### src/rtl/race_arbiter_bank.sv
// Bank of N_CH two-path race arbiters sharing one timeout and one result handshake.
// Each channel records which of its two finish signals rose first, or a tie / stuck condition.
module race_arbiter_bank #(
    parameter int unsigned N_CH    = 8,
    parameter int unsigned TMO_W   = 8,
    parameter bit          TIE_BIT = 1'b0
) (
    input  logic             clk,
    input  logic             rst,
    input  logic             start,
    input  logic [TMO_W-1:0] tmo_limit,
    input  logic [N_CH-1:0]  finished1,
    input  logic [N_CH-1:0]  finished2,
    output logic             busy,
    output logic [N_CH-1:0]  resp,
    output logic [N_CH-1:0]  tie,
    output logic [N_CH-1:0]  stuck,
    output logic             timeout,
    output logic             resp_valid,
    input  logic             resp_ready
);

    localparam logic [N_CH-1:0] TIE_MASK = {N_CH{TIE_BIT}};

    typedef enum logic [1:0] {
        ST_IDLE = 2'd0,
        ST_ARM  = 2'd1,
        ST_RACE = 2'd2,
        ST_DONE = 2'd3
    } state_t;

    state_t            state_q, state_d;
    logic [TMO_W-1:0]  cnt_q, cnt_d;
    logic [N_CH-1:0]   decided_q, decided_d;
    logic [N_CH-1:0]   resp_q, resp_d;
    logic [N_CH-1:0]   tie_q, tie_d;
    logic [N_CH-1:0]   stuck_q, stuck_d;
    logic              timeout_q, timeout_d;
    logic              busy_q, busy_d;
    logic              valid_q, valid_d;

    logic [N_CH-1:0]   any_fin;
    logic [N_CH-1:0]   fresh;
    logic [N_CH-1:0]   fresh_tie;
    logic [N_CH-1:0]   fresh_p1;
    logic [N_CH-1:0]   dec_all;
    logic [TMO_W-1:0]  cnt_dec;

    // Per-channel decision terms for the current cycle
    always_comb begin
        any_fin   = finished1 | finished2;
        fresh     = ~decided_q & any_fin;
        fresh_tie = fresh & finished1 & finished2;
        fresh_p1  = fresh & finished1 & ~finished2;
        dec_all   = decided_q | fresh;
        cnt_dec   = (cnt_q == '0) ? '0 : cnt_q - TMO_W'(1);
    end

    // State register
    always_ff @(posedge clk) begin
        if (rst) begin
            state_q <= ST_IDLE;
        end else begin
            state_q <= state_d;
        end
    end

    // Next-state and next-result logic
    always_comb begin
        state_d   = state_q;
        cnt_d     = cnt_q;
        decided_d = decided_q;
        resp_d    = resp_q;
        tie_d     = tie_q;
        stuck_d   = stuck_q;
        timeout_d = timeout_q;

        case (state_q)
            ST_IDLE: begin
                if (start) begin
                    state_d = ST_ARM;
                    cnt_d   = tmo_limit;
                end
            end
            ST_ARM: begin
                // A finish already high at arm cannot be raced; it is settled immediately
                stuck_d   = any_fin;
                decided_d = any_fin;
                resp_d    = any_fin & TIE_MASK;
                tie_d     = '0;
                timeout_d = 1'b0;
                state_d   = ST_RACE;
            end
            ST_RACE: begin
                resp_d    = resp_q | fresh_p1 | (fresh_tie & TIE_MASK);
                tie_d     = tie_q | fresh_tie;
                decided_d = dec_all;
                cnt_d     = cnt_dec;
                // Completion outranks a timeout landing in the same cycle
                if (&dec_all) begin
                    state_d = ST_DONE;
                end else if (cnt_dec == '0) begin
                    state_d   = ST_DONE;
                    timeout_d = 1'b1;
                    resp_d    = resp_q | fresh_p1 | (fresh_tie & TIE_MASK) | (~dec_all & TIE_MASK);
                    decided_d = '1;
                end
            end
            ST_DONE: begin
                if (resp_ready) begin
                    state_d = ST_IDLE;
                end
            end
            default: begin
                state_d = ST_IDLE;
            end
        endcase

        busy_d  = (state_d != ST_IDLE);
        valid_d = (state_d == ST_DONE);
    end

    // Datapath and output registers
    always_ff @(posedge clk) begin
        if (rst) begin
            cnt_q     <= '0;
            decided_q <= '0;
            resp_q    <= '0;
            tie_q     <= '0;
            stuck_q   <= '0;
            timeout_q <= 1'b0;
            busy_q    <= 1'b0;
            valid_q   <= 1'b0;
        end else begin
            cnt_q     <= cnt_d;
            decided_q <= decided_d;
            resp_q    <= resp_d;
            tie_q     <= tie_d;
            stuck_q   <= stuck_d;
            timeout_q <= timeout_d;
            busy_q    <= busy_d;
            valid_q   <= valid_d;
        end
    end

    assign busy       = busy_q;
    assign resp       = resp_q;
    assign tie        = tie_q;
    assign stuck      = stuck_q;
    assign timeout    = timeout_q;
    assign resp_valid = valid_q;

endmodule

### config.mk
export PLATFORM = sky130hd
export DESIGN_NAME = race_arbiter_bank
export DESIGN_NICKNAME = d
export VERILOG_FILES = /design/src/rtl/race_arbiter_bank.sv
export SDC_FILE = /design/constraint.sdc
export NUM_CORES = 1
export LEC_CHECK = 0
export ABC_AREA = 1
export ABC_CLOCK_PERIOD_IN_PS = 3300
export CORE_MARGIN = 2
export CORE_UTILIZATION = 60
export DETAILED_ROUTE_END_ITERATION = 8
export DONT_BUFFER_PORTS = 1
export GPL_TIMING_DRIVEN = 0
export PLACE_DENSITY = 0.76
export SYNTH_ARGS = -nofsm -noshare
export SYNTH_HDL_FRONTEND = slang
export SYNTH_SLANG_ARGS = --single-unit
### constraint.sdc
create_clock -name clk -period 3.3 [get_ports clk]
set_input_delay 0.165 -clock clk [delete_from_list [all_inputs] [get_ports clk]]
set_output_delay 0.165 -clock clk [all_outputs]
set_load 0.01 [all_outputs]
==> reports/summary.txt <==
outcome = finished clean
antenna fix cells = 0
number of max-cap violations = 0
relative max-transition margin = 55.5%
crit-path leading delay family = buffers and inverters
max-slew violation total from the final report = 0
vias per cell = 5.56
most frequently used flop master after synthesis = sky130_fd_sc_hd__dfxtp_1
count of buffers inserted at the top-level ports = 0
# resized after CTS = 0
Least-Margin Pin Slew = 663 ps
number of buffers between clock root and the deepest sink = 2
post-synthesis mux area share = 0%
most instantiated cells after synthesis = sky130_fd_sc_hd__nand2_1 (57), sky130_fd_sc_hd__a21oi_1 (56), sky130_fd_sc_hd__inv_1 (54), sky130_fd_sc_hd__dfxtp_1 (45), sky130_fd_sc_hd__nand4_1 (17)
CP Class = reg2reg
area of the placeable core = 3630 um2
final cell count without fillers = 374
detailed-route wire length = 4.98 mm
Initial Util = 61.5%
DIE HEIGHT = 65.0 um
die outline area = 4230 um2
1st-pass router iterations = 4
Yosys Warn Count = 0
final critical-path setup slack = 862 ps
post-synthesis cell type with the largest combined area = sky130_fd_sc_hd__dfxtp_1
Final Hold Vio Count = 0
most used cell, CP = sky130_fd_sc_hd__buf_2
count of buffers added by post-CTS timing repair for setup = 0
area fraction in compound gates after synthesis = 18.1%
Async SR Flop Fraction = 0%
XOR/XNOR share of the synthesized area = 0.392%
required time of the critical path = 3490 ps
time the final worst path needs with I/O delays and setup = 2440 ps
count of unique library cells instantiated by Yosys = 26
area of the multi-input gates = 1060 um2
sequential cell area fraction in the yosys report = 40.3%
wire length of the first global-routing pass = 8.31 mm
I/O Pins = 55
fraction of layout instances using a drive strength above 1 = 8.90%
TritonCTS clock tree = built
synthesized-area fraction occupied by and/or/nand/nor cells = 26.4%
cell leakage power = 0.000994 uW
clock sinks = 45
Worst VDD drop = 0.376 mV
cell count after placement = 366
Final Cycle Share = 73.9%
number of flops mapped to enable cells by yosys = 0
detailed placer's ending HPWL = 3.64 mm
area growth from synthesis to layout = 6.72%
Sequential Area = 901 um2
setup skew after layout = 5.56 ps
detailed-route wire length per cell = 13.3 um
clk_lat worst skew = 300 ps
total of hold buffers inserted after clock tree synthesis = 0
GR Util All Layers = 25.3%
mean post-synth cell area = 7.03 um2
pre-CTS setup slack = 831 ps
total number of nets in the final design = 358
RSZ-0062 raised after global routing = false
CP max stage cell = sky130_fd_sc_hd__o21ai_1
routed vias = 2078
maximum number of pins on one net before global-route repair = 16
Achievable Freq = 410 MHz
delay of the slowest critical-path stage = 600 ps
most frequent cell after synthesis = sky130_fd_sc_hd__nand2_1
top post-synthesis cells by area = sky130_fd_sc_hd__dfxtp_1 (40%), sky130_fd_sc_hd__a21oi_1 (13%), sky130_fd_sc_hd__nand2_1 (9.6%), sky130_fd_sc_hd__inv_1 (9.1%), sky130_fd_sc_hd__nand4_1 (4.8%)
clock buffer count from CTS = 5
main combinational cell family by area after synthesis = simple AND/OR/NAND/NOR gates
die width = 65.0 um
total negative slack = 0 ps
RD Place Congestion = 0.861
clock root buffer = sky130_fd_sc_hd__clkbuf_8
# setup viols final = 0
worst hold slack = 15.8 ps
maximum fanout count along the critical path = 10
worst min path class = in2reg
final global-route overflow total = 0
number of nets in the synthesized netlist = 351
total of flip-flops plus latches after synthesis = 45
Critical Path Source Type = register
data arrival time of the critical path = 2630 ps
clock transition at the registers of the reported paths = 90 ps
antenna violations before repair = 0
critical path capture point type = register
power density normalized to cell area = 640 nW/um2
count of antenna-violating nets left after detailed routing = 0
arithmetic-cell share of the synthesized area counting full adders, half adders and majority gates = 2.80%
worst-path cell chain = inv_1 > ha_1 > buf_2 > clkinv_1 > o21ai_1 > buf_2 > a21oi_1
number of cells produced by synthesis = 318
count of filler cells inserted in the layout = 368
site row count = 22
final routed DRC violation total = 0
number of global-route vias before repair = 1863
violation count after the first detailed-route iteration = 125
Bufs and invs on worst path = 4
top cell type's share of synthesized area = 40.3%
Netlist Area Pre-Place = 2230 um2
maximum level of the CTS H-tree = 2
## power breakdown
part | leakage, uW | switching (uW) | internal (uW) | total [uW]
sequential | 0.000369 | 66.0 | 615 | 681
combinational | 0.000581 | 333 | 162 | 495
clock | 0.0000445 | 201 | 150 | 351
## worst paths after layout
kind | to | depth (start not counted) | slack (ps) | start
max | tie[6] | 7 | 860 | state_q[0]
min | tie[3] | 2 | 20 | finished2[3]
max reg2reg | tie[6] | 7 | 860 | state_q[0]
min reg2reg | cnt_q[0] | 2 | 470 | cnt_q[0]
## layout make-up
| class | count | share of cell area, % |
|---|---|---|
| multi-input cells | 205 | 44.6 |
| flip-flops and latches | 45 | 37.8 |
| inverters | 57 | 8.97 |
| clock buffers | 5 | 2.89 |
| well taps | 48 | 2.52 |
| plain buffers | 11 | 2.31 |
| clock inverters | 3 | 0.892 |
## layer usage
layer / GRT usage [%] / vias up / wire, um
li1: - / 1056 / -
met1: 32.9 / 942 / 2250
met2: 40.6 / 74 / 2270
met3: 7.64 / 6 / 396
met4: 7.81 / 0 / 64
met5: 0 / - / 0
## registers in the layout (all words and copies together) (netlist names)
name and cells:
cnt_q 8, decided_q 8, resp 8, stuck 8
tie 8, state_q 2, busy 1, resp_valid 1
timeout 1
## through the flow
step | power [uW] | cell area, um2 | util [%]
2_1_floorplan | 1080 | 2230 | -
6_report | 1530 | 2380 | 65.6
3_3_place_gp | 1170 | 2290 | 63.2
5_1_grt | 1640 | 2380 | 65.6
3_5_place_dp | 1180 | 2290 | 63.2
4_1_cts | 1530 | 2380 | 65.6
## layout by cell type, fill, tap and decap left out, types with 2 or more instances in the layout
master and count:
sky130_fd_sc_hd__clkbuf_1 5, sky130_fd_sc_hd__o21ai_0 13, sky130_fd_sc_hd__clkinv_1 2, sky130_fd_sc_hd__nor2_1 15
sky130_fd_sc_hd__nor3_1 5, sky130_fd_sc_hd__a221oi_1 4, sky130_fd_sc_hd__ha_1 5, sky130_fd_sc_hd__a21oi_1 56
sky130_fd_sc_hd__nand2_1 57, sky130_fd_sc_hd__nor2_2 3, sky130_fd_sc_hd__inv_1 54, sky130_fd_sc_hd__nand4_1 17
sky130_fd_sc_hd__dfxtp_1 45, sky130_fd_sc_hd__nand3_1 16, sky130_fd_sc_hd__nand2_2 5, sky130_fd_sc_hd__nor2_4 2
sky130_fd_sc_hd__clkbuf_8 5, sky130_fd_sc_hd__buf_2 5
## cells by family (layout without fill, tap and decap cells)
logic type      after synthesis  in the layout
compound gates               76             76
xor+xnor                      1              1
fa+ha+maj                     5              5
buf+inv                      68             76
flops                        45             45
simple gates                123            123
No activity file was read; power rests on OpenSTA's default activity.
